**src/rtl/cic_dec_ctrl.sv**
```systemverilog
`default_nettype none
// ============================================================================
//  Module      : cic_dec_ctrl
//  Description : Control block for a CIC decimator. Generates the decimation
//                pulse, flushes the CIC filter on start or on a rate change,
//                and waits out the differentiator settling time before it
//                marks output samples valid.
//  Revision    : 1.0 - initial release
// ============================================================================
module cic_dec_ctrl #(
    parameter int          NUM_STAGES   = 5,
    parameter int          FLUSH_CYCLES = 8,
    parameter logic [7:0]  DEFAULT_RATE = 8'd8
) (
    input  logic        clock,
    input  logic        reset,
    input  logic        enable,
    input  logic [7:0]  rate_in,
    input  logic        rate_load,
    output logic [7:0]  dec_rate,
    output logic        dec_clk,
    output logic        cic_reset,
    output logic        out_valid,
    output logic        rate_err,
    output logic [1:0]  state
);

    localparam logic [1:0] c_IDLE   = 2'd0;
    localparam logic [1:0] c_FLUSH  = 2'd1;
    localparam logic [1:0] c_SETTLE = 2'd2;
    localparam logic [1:0] c_RUN    = 2'd3;

    localparam int c_FW = (FLUSH_CYCLES > 1) ? $clog2(FLUSH_CYCLES) : 1;
    localparam int c_SW = (NUM_STAGES > 1) ? $clog2(NUM_STAGES + 1) : 1;
    localparam logic [c_FW-1:0] c_FLUSH_LAST = c_FW'(FLUSH_CYCLES - 1);
    localparam logic [c_SW-1:0] c_SETTLE_LAST = c_SW'(NUM_STAGES - 1);

    logic [1:0]       r_state;
    logic [c_FW-1:0]  r_flush_cnt;
    logic [c_SW-1:0]  r_settle_cnt;
    logic [6:0]       r_phase;
    logic [7:0]       r_dec_rate;
    logic [7:0]       r_pending_rate;
    logic             r_restart;
    logic             r_rate_err;
    logic             r_dec_clk;
    logic             r_out_valid;

    logic [1:0]       w_state_nxt;
    logic             w_flush_start;
    logic             w_flush_exit;
    logic             w_rate_legal;
    logic             w_load_ok;
    logic             w_load_bad;
    logic             w_running;
    logic             w_running_nxt;
    logic [6:0]       w_phase_reload;

    // Legal rates are the powers of two from 4 to 128.
    always_comb begin
        w_rate_legal = 1'b0;
        case (rate_in)
            8'd4, 8'd8, 8'd16, 8'd32, 8'd64, 8'd128: w_rate_legal = 1'b1;
            default: w_rate_legal = 1'b0;
        endcase
    end

    assign w_load_ok  = rate_load & w_rate_legal;
    assign w_load_bad = rate_load & ~w_rate_legal;

    // Next-state decode; enable low dominates everything, including restarts.
    always_comb begin
        w_state_nxt   = r_state;
        w_flush_start = 1'b0;
        if (!enable) begin
            w_state_nxt = c_IDLE;
        end else begin
            case (r_state)
                c_IDLE: begin
                    w_state_nxt   = c_FLUSH;
                    w_flush_start = 1'b1;
                end
                c_FLUSH: begin
                    if (r_restart) begin
                        w_flush_start = 1'b1;
                    end else if (r_flush_cnt == c_FLUSH_LAST) begin
                        w_state_nxt = c_SETTLE;
                    end
                end
                c_SETTLE: begin
                    if (r_restart) begin
                        w_state_nxt   = c_FLUSH;
                        w_flush_start = 1'b1;
                    end else if (r_dec_clk && (r_settle_cnt == c_SETTLE_LAST)) begin
                        w_state_nxt = c_RUN;
                    end
                end
                default: begin
                    if (r_restart) begin
                        w_state_nxt   = c_FLUSH;
                        w_flush_start = 1'b1;
                    end
                end
            endcase
        end
    end

    assign w_flush_exit   = (r_state == c_FLUSH) && (w_state_nxt == c_SETTLE);
    assign w_running      = (r_state == c_SETTLE) || (r_state == c_RUN);
    assign w_running_nxt  = (w_state_nxt == c_SETTLE) || (w_state_nxt == c_RUN);
    // Low seven bits minus one also gives 127 for a rate of 128.
    assign w_phase_reload = r_dec_rate[6:0] - 7'd1;

    // State register and flush-length counter (restarts from zero on every flush start).
    always_ff @(posedge clock) begin
        if (reset) begin
            r_state     <= c_IDLE;
            r_flush_cnt <= '0;
        end else begin
            r_state <= w_state_nxt;
            if (w_flush_start) begin
                r_flush_cnt <= '0;
            end else if ((r_state == c_FLUSH) && (w_state_nxt == c_FLUSH)) begin
                r_flush_cnt <= r_flush_cnt + c_FW'(1);
            end else begin
                r_flush_cnt <= '0;
            end
        end
    end

    // Rate bookkeeping: pending rate, active rate, restart request, sticky error.
    always_ff @(posedge clock) begin
        if (reset) begin
            r_pending_rate <= DEFAULT_RATE;
            r_dec_rate     <= DEFAULT_RATE;
            r_restart      <= 1'b0;
            r_rate_err     <= 1'b0;
        end else begin
            if (w_load_ok) begin
                r_pending_rate <= rate_in;
            end
            if (w_flush_start) begin
                r_dec_rate <= r_pending_rate;
            end
            if (!enable) begin
                r_restart <= 1'b0;
            end else if (w_load_ok) begin
                r_restart <= 1'b1;
            end else if (w_flush_start) begin
                r_restart <= 1'b0;
            end
            if (w_load_ok) begin
                r_rate_err <= 1'b0;
            end else if (w_load_bad) begin
                r_rate_err <= 1'b1;
            end
        end
    end

    // Phase counter, decimation pulse, settle pulse count and output-valid strobe.
    always_ff @(posedge clock) begin
        if (reset) begin
            r_phase      <= '0;
            r_dec_clk    <= 1'b0;
            r_settle_cnt <= '0;
            r_out_valid  <= 1'b0;
        end else begin
            if (w_flush_exit) begin
                r_phase <= w_phase_reload;
            end else if (w_running && w_running_nxt) begin
                r_phase <= (r_phase == 7'd0) ? w_phase_reload : (r_phase - 7'd1);
            end else begin
                r_phase <= '0;
            end
            r_dec_clk <= w_running && w_running_nxt && (r_phase == 7'd0);
            if ((r_state == c_SETTLE) && r_dec_clk) begin
                r_settle_cnt <= r_settle_cnt + c_SW'(1);
            end else if (r_state != c_SETTLE) begin
                r_settle_cnt <= '0;
            end
            // Valid only for pulses taken in RUN, and not if RUN is being left.
            r_out_valid <= r_dec_clk && (r_state == c_RUN) && (w_state_nxt == c_RUN);
        end
    end

    assign dec_rate  = r_dec_rate;
    assign dec_clk   = r_dec_clk;
    assign cic_reset = (r_state == c_IDLE) || (r_state == c_FLUSH);
    assign out_valid = r_out_valid;
    assign rate_err  = r_rate_err;
    assign state     = r_state;

endmodule
`default_nettype wire
```
**config.mk**
```make
export PLATFORM = sky130hd
export DESIGN_NAME = cic_dec_ctrl
export DESIGN_NICKNAME = d
export VERILOG_FILES = /design/src/rtl/cic_dec_ctrl.sv
export SDC_FILE = /design/constraint.sdc
export NUM_CORES = 1
export LEC_CHECK = 0
export BUFFER_PORTS_ARGS = -buffer_cell sky130_fd_sc_hd__buf_2
export CAP_MARGIN = 30
export CORE_MARGIN = 5
export CORE_UTILIZATION = 50
export CTS_BUF_LIST = sky130_fd_sc_hd__clkbuf_4 sky130_fd_sc_hd__clkbuf_8 sky130_fd_sc_hd__clkbuf_16
export DETAILED_ROUTE_END_ITERATION = 6
export PLACE_DENSITY = 0.85
export SETUP_SLACK_MARGIN = 0.02
export SYNTH_ARGS = -nofsm -noshare
export SYNTH_HDL_FRONTEND = slang
export SYNTH_SLANG_ARGS = --single-unit
```
**constraint.sdc**
```tcl
create_clock -name clock -period 2.1 [get_ports clock]
set_clock_uncertainty 0.15 [all_clocks]
set_input_delay 0.21 -clock clock [delete_from_list [all_inputs] [get_ports clock]]
set_output_delay 0.21 -clock clock [all_outputs]
set_load 0.02 [all_outputs]
```
* Yosys cells after proc, flatten, opt, wreduce, memory -nomap -nowiden *
Index checks and enable logic that the tools add are counted.

operators by class
  add/subtract/negate cells = 4
  eq/ne operators = 15
  mux-type cells = 18
  bitwise operators = 5
  reductions and logical operators = 19

operators by type and width
  cell                 number
  $mux 7               3
  $sub 7x1->7 const B  2
  $mux 2               6
  $eq 2x2->1 const B   4
  $eq 8x3->1 const B   1
  $eq 8x4->1 const B   1
  $eq 8x5->1 const B   1
  $eq 8x6->1 const B   1
  $eq 8x7->1 const B   1
  $eq 8x8->1 const B   1
  $logic_and 1x1->1    8
  $logic_not 7->1      1
  $add 3x1->3 const B  2
  $eq 3x3->1 const B   2
  $mux 1               6
  $mux 3               2
  $pmux 2 s3           1
  $reduce_or 6->1      1
  $eq 2x1->1 const B   2
  $reduce_bool 2->1    2
  $reduce_or 2->1      2
  $logic_or 1x1->1     3
  $not 1->1            3
  $reduce_or 3->1      1
  other kinds (3)      4

word-level totals
  bits in registers = 35
  bits of input ports = 12
  logic and storage cells = 71

* Logic depth before layout (Yosys ltp) *
Gate-level depths: netlist (run 1).

  word-level depth = 11
  gate-level depth with buffers = 6
  depth with buffers taken out = 6

* Worst setup path before layout (run 1) *
OpenSTA, ideal clock, no wires.

  path kind = register to register
  start = register r_phase[0]
  end = register r_phase[1]
  setup time = 64 ps
  arrival = 1731 ps
  required time = 1886 ps
  slack = 154 ps
  stages on the path, launching flop included = 7
  buffers on the path = 0
  period minus slack after synthesis = 1946 ps
  cells stage by stage = dfxtp_1 inv_1 ha_1 or3b_4 o32ai_4 mux2_2 nor2_1

on the way
  cells in the longest elaborated chain, start to end = 4

RTL lines
  item                                            line  RTL
  from (decl)                                     41    logic [6:0] r_phase;
  from (signal assigned)                          169   r_phase <= w_phase_reload;
  from (signal assigned)                          171   r_phase <= (r_phase == 7'd0) ? w_phase_reload : (r_phase - 7'd1);
  $sub 7x1->7 or $logic_not 7->1 (tied branches)  171
  $mux 7 (*)                                      171
  $mux 7 (*)                                      170   end else if (w_running && w_running_nxt) begin
  $mux 7 (*)                                      168   if (w_flush_exit) begin

Mark *: on every way between the ends. The rest lies on a longest branch, timed or not.
A chain may end at the register's enable or synchronous reset.

* Final worst setup path (run 1) *
  start = register r_phase[0]
  end = register r_phase[0]

Same word-level chain as after synthesis.

==> implementation parameters, run 1 <==
Parameter                              Value

Run status
  Run status    finished, violations left
  Violations in the final reports    negative hold slack

Worst setup path
  Total stage count of the critical path    7
  CP Launch Type    flip-flop
  Depth of the worst register-to-register path    7
  Setup crit start    r_phase[0]
  WP data arrival    between 2000 and 2500 ps
  WP data required    2210 ps
  Longest individual stage delay on the worst path    about 420 ps
  Startpoint of the worst-slack reg-to-reg timing path    r_phase[0]
  Combined buffer and inverter count along the critical path    2
  Kind of end point of the critical path    flip-flop
  Slowest cell on crit path    sky130_fd_sc_hd__or3b_4
  Worst path top cell family by delay    compound AO/OA/AOI/OAI gates
  Critical-path maximum fanout    5
  Crit Path Class    reg -> reg
  Worst path cell trace    inv_1, ha_1, or3b_4, o32ai_4, buf_4, nor2_1, a211oi_1

Pwr
  Fraction of power spent switching nets    23.88%
  Int Pwr    857.4 uW
  Switching power summed over all nets    268.9 uW
  Highest ir drop seen on vdd    0.3141 mV
  Logic gate share of total power    just under 7%
  Total leakage power    0.0008067 uW
  Total design power    1126 uW
  Clock share of power    33.3%
  Reg power frac    ~60%
  Power density over the cells    590.3 mW/mm^2

Logic synthesis
  Count of state elements after synthesis    35
  Number of instances in the synthesized netlist    171
  Number of synthesized flops with an enable pin    0
  Most used flip-flop cell after synthesis    sky130_fd_sc_hd__dfxtp_1
  Number of synthesis warnings    0
  Mean Syn Cell Area    9.636 um^2
  Cell taking the most area after synthesis    sky130_fd_sc_hd__dfxtp_1
  Netlist area before placement    0.001648 mm^2
  Share of flip-flops with an asynchronous set or reset    0%
  Area share of the largest cell type after synthesis    42.52%
  Nets in the synthesized netlist    189
  Fraction of the yosys area taken by sequential cells    42.52%
  Count of distinct cell types in the synthesized netlist    39
  Ranking of synthesized cells by area    sky130_fd_sc_hd__dfxtp_1 (43%), sky130_fd_sc_hd__mux2i_1 (7.9%), sky130_fd_sc_hd__nor2_1 (5.5%)

Global route
  Wire length of the first global-routing pass    between 5 and 6 mm
  Initial antenna violation count    0
  Vias in the first global route    1248
  Global Route Usage Sum    between 10% and 20%
  Largest net degree at the start of global routing    28
  Overall overflow remaining after global route    0

Timing
  Max frequency    0.4999 GHz
  Relative slew margins    63.16%
  Portion of the clock cycle consumed by the worst path in the final layout    95.26%
  Shortest period the worst path allows    2001 ps
  Post-route setup TNS    0 ps
  Setup Viol. Count Final    0
  Hold Worst Slack    -1.207 ps
  Number of pins with negative max-slew slack in the final report    0
  Transition time of the tightest slew-check pin    around 550 ps
  Setup repair after global routing missed its margin    no
  Final hold violation count    1

Layout
  Multi-input combinational cell area    898.4 um^2
  Leading cell types in the layout, fill and taps excluded    sky130_fd_sc_hd__dfxtp_1 (35), sky130_fd_sc_hd__buf_2 (25), sky130_fd_sc_hd__nor2_1 (24)
  Number of fill cells in the layout    slightly below 300
  # nets final    222
  Diode insertion count for antenna repair    0
  Sequential cell area    700.7 um^2
  Final std cell area, no fill    0.001908 mm^2
  Most common library cell in the layout ignoring fill and taps    sky130_fd_sc_hd__dfxtp_1
  Layout cell share with drive strength beyond 1    23.90%
  Post-synthesis to final-layout area growth    15.79%

Hold path
  Worst min path class    in -> reg
  Number of cells on the worst hold path    3
  Hold Startpoint    rate_load

Clocking
  CTS hold repair buffers    0
  Clock tree buffer depth    2
  Total number of H-tree levels    2
  Clock network latency to the later pin of the worst-skew pair    350 ps
  Clock Root Buffer    sky130_fd_sc_hd__clkbuf_4
  Clock tree from TritonCTS    built
  Number of clock sinks    35
  Total clock buffers created by CTS    5
  Clock transition at the registers of the reported paths    100 ps

Floorplanning
  Num rows    20
  Area of the die    0.004543 mm^2
  Number of top-level pins    26
  Initial standard-cell utilization of the core    approximately 53%
  Core ar.    0.003103 mm^2
  Vertical extent of the die    67.41 um
  Die W    about 67 um

Routing
  Number of remaining DRC errors    0
  Uppermost layer routed    met4
  Post-detailed-routing wire length    3.165 mm
  Detail Route Antenna Nets    0
  Per-cell via count in the routed design    5.129
  Number of design-rule violations left by the first detailed-router iteration    23
  Detailed-route wire length on metal 1    approximately 1.3 mm
  Met2 Wirelength    around 1.7 mm
  Wire length on met3    114 um
  Routed via count    1277
  First-pass detailed-route iteration total    4
  Wire length per cell after detailed routing    12.71 um

Placement
  DP Wirelength    2.395 mm
  Placed Instance Area    0.001828 mm^2
  Quantity of I/O buffers inserted on ports    25
  Global placer's final weighted congestion    0.7833

Job
  Max Cap Viol    0
-- Yosys cell counts, types with 2 or more instances --
master	instances
sky130_fd_sc_hd__nor3b_1	2
sky130_fd_sc_hd__nor4_1	3
sky130_fd_sc_hd__nand2_1	5
sky130_fd_sc_hd__nand2b_1	10
sky130_fd_sc_hd__a211oi_1	3
sky130_fd_sc_hd__dfxtp_1	35
sky130_fd_sc_hd__or2b_1	2
sky130_fd_sc_hd__o21ai_0	4
sky130_fd_sc_hd__and2_1	2
sky130_fd_sc_hd__nor2_1	24
sky130_fd_sc_hd__or2_2	3
sky130_fd_sc_hd__nand3_1	3
sky130_fd_sc_hd__xor2_1	7
sky130_fd_sc_hd__ha_1	6
sky130_fd_sc_hd__nor3_1	4
sky130_fd_sc_hd__mux2i_1	13
sky130_fd_sc_hd__or3_1	4
sky130_fd_sc_hd__a21oi_1	3
sky130_fd_sc_hd__clkbuf_1	4
sky130_fd_sc_hd__xnor2_1	5
sky130_fd_sc_hd__nor2b_1	3
sky130_fd_sc_hd__inv_1	9
-- logic make-up (layout without fill, tap and decap cells) --
| family | after synthesis | in the layout | synth area share (%) |
|---|---|---|---|
| multiplexers | 14 | 14 | 8.580 |
| flip-flops | 35 | 35 | 42.52 |
| AND/OR/NAND/NOR | 71 | 71 | 24.22 |
| buffers and inverters | 13 | 47 | 2.961 |
| AO/OA/AOI/OAI | 20 | 20 | 10.78 |
| XOR/XNOR | 12 | 12 | 6.378 |
| adder cells (fa/ha/maj) | 6 | 6 | 4.556 |
-- sequential cells by signal, indices dropped and copies added, names as in the netlist --
| register | flops |
|---|---|
| dec_rate | 8 |
| r_pending_rate | 8 |
| r_phase | 7 |
| r_flush_cnt | 3 |
| r_settle_cnt | 3 |
| state | 2 |
| dec_clk | 1 |
| out_valid | 1 |
| r_restart | 1 |
| rate_err | 1 |
-- layer usage --
layer | global-route usage [%] | vias up
li1 | - | 653
met1 | 16.77 | 592
met2 | 29.33 | 23
met3 | 3.661 | 9
met4 | 9.114 | 0
met5 | 0 | -
-- cell type report --
| cell class | count | share of cell area, % |
|---|---|---|
| Clock buffer | 7 | 2.754 |
| Inverter | 9 | 1.770 |
| Clock inverter | 1 | 0.2623 |
| Tap cell | 44 | 2.885 |
| Sequential cell | 35 | 36.72 |
| Multi-Input combinational cell | 123 | 47.08 |
| Timing Repair Buffer | 30 | 8.525 |
-- through the flow --
step | instances | hold WS [ps] | util [%] | worst slack, ps
final | 249 | -1.207 | 61.49 | 99.48
after global routing | 249 | 19.89 | 61.49 | 14.03
after floorplan | 171 | 215.3 | - | 154.4
after global placement | 238 | 265.8 | 58.91 | 161.4
after CTS | 246 | 1.858 | 60.77 | 23.95
after detailed placement | 238 | 288.5 | 58.91 | 45.24
-- power by group through the flow --
stage	clock network, uW	registers, uW	logic (uW)
5_1_grt	411	676	85.4
3_3_place_gp	0	689	76.6
2_1_floorplan	0	693	43.0
3_5_place_dp	0	689	78.3
4_1_cts	378	674	78.3
6_report	375	674	77.4
-- worst register-to-register path, stage by stage, from the launching register on --
cell                       delay [ps]
sky130_fd_sc_hd__dfxtp_1          330
sky130_fd_sc_hd__inv_1             70
sky130_fd_sc_hd__ha_1             180
sky130_fd_sc_hd__or3b_4           420
sky130_fd_sc_hd__o32ai_4          300
sky130_fd_sc_hd__buf_4            190
sky130_fd_sc_hd__nor2_1            50
sky130_fd_sc_hd__a211oi_1         220
-- worst paths after layout --
check | slack (ps) | to
setup / recovery | 100 | r_phase[0]
setup reg to reg | 100 | r_phase[0]
hold reg to reg | 300 | r_flush_cnt[0]
hold / removal | -1 | rate_err
-- repair_timing --
action	in CTS	in global routing
endpoints found under the hold margin	0	0
setup buffers	0	3
setup endpoints to repair	0	2
resized for setup	0	0
No activity file was read; power rests on OpenSTA's default activity.
==> run 2, diff against run 1 <==
Settings changed: CORE_MARGIN 5 to 3.
==> run 2 against run 1 <==
The run now ends clean. Critical path type unchanged. Largest power group unchanged. Total power down 0.96%. Hold slack better by 19 ps. Sequential share of layout area rose by 0.24 points.
==> implementation parameters, run 2 (synthesized netlist as in run 1, its figures left out) <==
Parameter                              Value

Timing
  Max frequency    0.5115 GHz
  Final hold violation count    0
  Post-route setup TNS    0 ps
  Setup repair after global routing missed its margin    no
  Relative slew margins    between 60% and 70%
  Transition time of the tightest slew-check pin    569.8 ps
  Setup Viol. Count Final    0
  Portion of the clock cycle consumed by the worst path in the final layout    93.10%
  Number of pins with negative max-slew slack in the final report    0
  Shortest period the worst path allows    1955 ps

Hold path
  Worst min path class    in -> reg
  Capture endpoint of the worst hold path    r_pending_rate[6]
  Number of cells on the worst hold path    3
  Hold Startpoint    rate_in[6]

Routing
  Wire length per cell after detailed routing    11.89 um
  Per-cell via count in the routed design    just over 5
  Detail Route Antenna Nets    0
  Routed via count    1261
  Number of remaining DRC errors    0
  Number of design-rule violations left by the first detailed-router iteration    16
  First-pass detailed-route iteration total    4
  Post-detailed-routing wire length    2.938 mm

Clocking
  Clock network latency to the later pin of the worst-skew pair    340 ps
  PostCTS Resize Cnt    0
  Clock tree buffer depth    2
  Total number of H-tree levels    2
  Clock transition at the registers of the reported paths    100 ps
  Total clock buffers created by CTS    5
  Clock Root Buffer    sky130_fd_sc_hd__clkbuf_4
  Number of clock sinks    35
  Clock tree from TritonCTS    built

Worst setup path
  Worst path top cell family by delay    simple AND/OR/NAND/NOR gates
  Critical-path maximum fanout    6
  Longest individual stage delay on the worst path    420 ps
  WP data arrival    approximately 2100 ps
  Combined buffer and inverter count along the critical path    1
  WP data required    between 2000 and 2500 ps
  Reg2Reg Setup Slack    140 ps
  Startpoint of the worst-slack reg-to-reg timing path    r_phase[0]
  Crit Path Class    reg -> reg
  Kind of end point of the critical path    flip-flop
  CP Launch Type    flip-flop
  Slowest cell on crit path    sky130_fd_sc_hd__or3b_4
  Depth of the worst register-to-register path    6
  Worst path cell trace    inv_1, ha_1, or3b_4, o32ai_4, mux2_2, nor2_1
  Endpoint of the lowest-slack register-to-register path    r_phase[1]

Placement
  Quantity of I/O buffers inserted on ports    25
  DP Wirelength    2.136 mm
  Global placer's final weighted congestion    0.7271

Global route
  Largest net degree at the start of global routing    28
  Initial antenna violation count    0
  Overall overflow remaining after global route    0
  Layer carrying the most global-route usage    met2
  Wire length of the first global-routing pass    5.126 mm
  GRT met3 Usage    4.278%
  Fraction of met2 tracks used by global routing    about 27%
  Vias in the first global route    about 1200
  Met1 Track Usage GR    18.49%
  Global Route Usage Sum    16.12%

Layout
  # nets final    220
  Leading cell types in the layout, fill and taps excluded    sky130_fd_sc_hd__dfxtp_1 (35), sky130_fd_sc_hd__buf_2 (25), sky130_fd_sc_hd__nor2_1 (24)
  Diode insertion count for antenna repair    0
  Most common library cell in the layout ignoring fill and taps    sky130_fd_sc_hd__dfxtp_1
  Post-synthesis to final-layout area growth    15.03%
  End-of-flow core utilization    a little over 60%
  Layout cell share with drive strength beyond 1    22.66%

Pwr
  Highest ir drop seen on vdd    between 0.3 and 0.4 mV
  Total leakage power    0.0007940 uW
  Power density over the cells    588.5 mW/mm^2
  Total design power    1116 uW

Floorplanning
  Number of top-level pins    26
  Die W    63.41 um
  Core ar.    0.003103 mm^2
  Vertical extent of the die    63.41 um
  Area of the die    0.004020 mm^2
  Initial standard-cell utilization of the core    between 50% and 60%
  Num rows    20

Run status
  Run status    complete, no violations

Job
  Max Cap Viol    0
run 2: cell type report:
type	instances	area, um^2
fill	286	1207
tap	44	55.05
sequential	35	700.7
clock buffer	6	45.04
multi-input combinational	123	898.4
clock inverter	2	12.51
inverter	9	33.78
timing repair buffer	28	150.1
run 2: worst min-delay path, stage by stage:
cell                       delay [ps]
sky130_fd_sc_hd__buf_2            130
sky130_fd_sc_hd__nand2b_1          70
sky130_fd_sc_hd__mux2i_1           60
run 2: metal layers:
metal,vias up,part of all wire (%)
met2,20,49
met1,583,45
met4,0,2.3
li1,651,-
met3,7,3.2
met5,-,0
run 2: how the worst max path moves through the flow:
stage	slack (ps)	start	cells after the start	end
after floorplan	150	r_phase[0]	6	r_phase[1]
after global placement	160	r_phase[0]	6	r_phase[1]
after detailed placement	120	r_phase[0]	6	r_phase[1]
after CTS	90	r_phase[0]	6	r_phase[1]
after global routing	50	r_phase[0]	6	r_phase[1]
final	140	r_phase[0]	6	r_phase[1]
run 2: report_power, final:
group / leakage (uW) / internal (uW) / switching [uW]
Combinational: 0.000480 / 33.7 / 44.9
Sequential: 0.000283 / 669 / 5.54
Clock: 0.0000317 / 142 / 221
Total: 0.000794 / 844 / 271
run 2: per-stage QoR:
step	worst slack, ps	area [um^2]	std cells	hold WS (ps)
after floorplan	154.4	1648	171	215.3
after global placement	160.1	1828	238	260.6
after detailed placement	115.1	1828	238	262.0
after CTS	86.86	1896	247	11.80
after global routing	48.91	1896	247	22.26
final	144.9	1896	247	18.25
run 2: what timing repair did:
action	4_1_cts	5_1_grt
hold buffers	1	0
hold endpoints to repair	1	0
setup endpoints to repair	0	1
buffers inserted	0	0
==> run 3, diff against run 2 <==
--- a/config.mk
+++ b/config.mk
@@ -9,7 +9,9 @@
 export CAP_MARGIN = 30
+export CELL_PAD_IN_SITES_DETAIL_PLACEMENT = 2
+export CELL_PAD_IN_SITES_GLOBAL_PLACEMENT = 2
 export CORE_MARGIN = 3
-export CORE_UTILIZATION = 50
+export CORE_UTILIZATION = 31
 export CTS_BUF_LIST = sky130_fd_sc_hd__clkbuf_4 sky130_fd_sc_hd__clkbuf_8 sky130_fd_sc_hd__clkbuf_16
 export DETAILED_ROUTE_END_ITERATION = 6
-export PLACE_DENSITY = 0.85
+export PLACE_DENSITY = 0.84
 export SETUP_SLACK_MARGIN = 0.02
--- a/constraint.sdc
+++ b/constraint.sdc
@@ -4,2 +4,2 @@
 set_output_delay 0.21 -clock clock [all_outputs]
-set_load 0.02 [all_outputs]
+set_load 0.05 [all_outputs]
==> run 3 against run 2 <==
Count of clock-buffer cells in the layout increased by 2. Final cell count increased by 11%. Critical path depth increased by 1. Via count increased by 5.2%. Critical endpoint is now r_phase[3]. Largest power group unchanged. Non-clock buffer count increased by 5. Global-route usage decreased by 2.6 points.
==> implementation parameters, run 3 (synthesized netlist as in run 1, its figures left out) <==
Parameter                              Value

Hold path
  Number of cells on the worst hold path    3
  Capture endpoint of the worst hold path    rate_err
  Worst min path class    in -> reg
  Hold Startpoint    rate_load

Timing
  Portion of the clock cycle consumed by the worst path in the final layout    between 90% and 100%
  Hold Worst Slack    84.82 ps
  Post-route setup TNS    0 ps
  Final hold violation count    0
  Number of pins with negative max-slew slack in the final report    0
  Transition time of the tightest slew-check pin    between 500 and 600 ps
  Max frequency    0.5043 GHz
  Setup WS post-layout    117.1 ps
  Setup repair after global routing missed its margin    yes
  Relative slew margins    64.19%
  Setup Viol. Count Final    0
  Shortest period the worst path allows    1983 ps

Routing
  Number of remaining DRC errors    0
  Detail Route Antenna Nets    0
  Per-cell via count in the routed design    between 4 and 5
  First-pass detailed-route iteration total    4
  Post-detailed-routing wire length    just under 4 mm
  Wire length per cell after detailed routing    14.47 um
  Routed via count    1326
  Number of design-rule violations left by the first detailed-router iteration    39

Worst setup path
  Depth of the worst register-to-register path    7
  WP data arrival    between 2000 and 2500 ps
  Reg2Reg Setup Slack    120 ps
  CP Launch Type    flip-flop
  Crit Path Class    reg -> reg
  Kind of end point of the critical path    flip-flop
  Endpoint of the lowest-slack register-to-register path    r_phase[3]
  Startpoint of the worst-slack reg-to-reg timing path    r_phase[0]
  Critical-path maximum fanout    4
  WP data required    between 2000 and 2500 ps

Global route
  Largest net degree at the start of global routing    28
  Overall overflow remaining after global route    0
  Wire length of the first global-routing pass    around 6.6 mm
  Global Route Usage Sum    13.47%
  Vias in the first global route    1401
  Initial antenna violation count    0

Floorplanning
  Area of the die    0.006227 mm^2
  Vertical extent of the die    78.91 um
  Die W    between 70 and 80 um
  Number of top-level pins    26
  Core ar.    0.004942 mm^2
  Num rows    25
  Initial standard-cell utilization of the core    between 30 and 40%

Layout
  # nets final    between 200 and 250
  Diode insertion count for antenna repair    0
  Post-synthesis to final-layout area growth    23.16%
  Leading cell types in the layout, fill and taps excluded    sky130_fd_sc_hd__dfxtp_1 (35), sky130_fd_sc_hd__buf_2 (25), sky130_fd_sc_hd__nor2_1 (24)
  Final std cell area, no fill    0.002029 mm^2
  Number of fill cells in the layout    568
  Multi-input combinational cell area    914.6 um^2
  Most common library cell in the layout ignoring fill and taps    sky130_fd_sc_hd__dfxtp_1
  Layout cell share with drive strength beyond 1    26.44%
  Sequential cell area    700.7 um^2

Clocking
  CTS hold repair buffers    0
  Clock tree from TritonCTS    built
  Clock network latency to the later pin of the worst-skew pair    280 ps
  Clock transition at the registers of the reported paths    70 ps
  Total number of H-tree levels    2
  Clock Root Buffer    sky130_fd_sc_hd__clkbuf_8
  Number of clock sinks    35
  Clock tree buffer depth    2
  Total clock buffers created by CTS    5

Placement
  Global placer's final weighted congestion    0.7078
  Quantity of I/O buffers inserted on ports    25
  Pre-CTS worst setup slack    45.65 ps
  DP Wirelength    2.882 mm
  Placed Instance Area    approximately 0.0019 mm^2

Pwr
  Power density over the cells    648.1 mW/mm^2
  Total leakage power    0.0008474 uW
  Total design power    roughly 1300 uW
  Highest ir drop seen on vdd    0.2868 mV

Run status
  Run status    complete, no violations

Job
  Max Cap Viol    0
## run 3: cell types whose count changed in the layout (fill, tap and decap cells not counted), sizes merged
cell and change:
clkbuf +2, clkinv -1, buf +6, clkinvlp -1
dlygate4sd3 -1
## run 3: layout make-up
| type | count | area share (%) |
|---|---|---|
| Sequential cell | 35 | 34.53 |
| Clock buffer | 8 | 5.117 |
| Inverter | 9 | 1.665 |
| Tap cell | 67 | 4.131 |
| Multi-Input combinational cell | 123 | 45.07 |
| Timing Repair Buffer | 33 | 9.494 |
## run 3: worst max-delay path by stage
stage                  to  startpoint  cells past startpoint
6_report       r_phase[3]  r_phase[0]                      7
5_1_grt        r_phase[3]  r_phase[0]                      7
4_1_cts        r_phase[0]  r_phase[0]                      7
3_5_place_dp   r_phase[0]  r_phase[0]                      7
3_3_place_gp   r_phase[1]  r_phase[0]                      6
2_1_floorplan  r_phase[5]    state[1]                      4
## run 3: stage by stage
step	std cells	util [%]
floorplan	171	-
global placement	263	37.87
detailed placement	263	37.87
CTS	271	39.97
global route	275	41.06
finish	275	41.06
## run 3: worst max-delay path, cell delays in order (launching register included)
cell                       delay [ps]
sky130_fd_sc_hd__dfxtp_1          320
sky130_fd_sc_hd__inv_1             80
sky130_fd_sc_hd__ha_2             170
sky130_fd_sc_hd__or3b_4           410
sky130_fd_sc_hd__o32ai_4          380
sky130_fd_sc_hd__buf_6            160
sky130_fd_sc_hd__nor2_1            50
sky130_fd_sc_hd__a211oi_2         180
## run 3: per-layer routing
| metal | routed length, um | part of all wire (%) | up-vias | track usage (%) |
|---|---|---|---|---|
| li1 | - | - | 658 | - |
| met1 | 1646 | 41 | 641 | 15.47 |
| met2 | 2161 | 54 | 21 | 24.45 |
| met3 | 112 | 2.8 | 6 | 3.061 |
| met4 | 57 | 1.4 | 0 | 4.639 |
| met5 | 0 | 0 | - | 0 |
## run 3: timing repair
action	CTS	global route
setup buffers	0	4
endpoints found under the setup margin	1	2
gates resized for setup	0	6
hold endpoints to repair	0	0
pin swaps	1	3
## run 3: power by group
part           leakage (uW)  internal (uW)  switching, uW
registers          0.000283            669           6.00
clock network     0.0000549            312            237
logic              0.000510           34.1           57.4
total              0.000847           1020            300
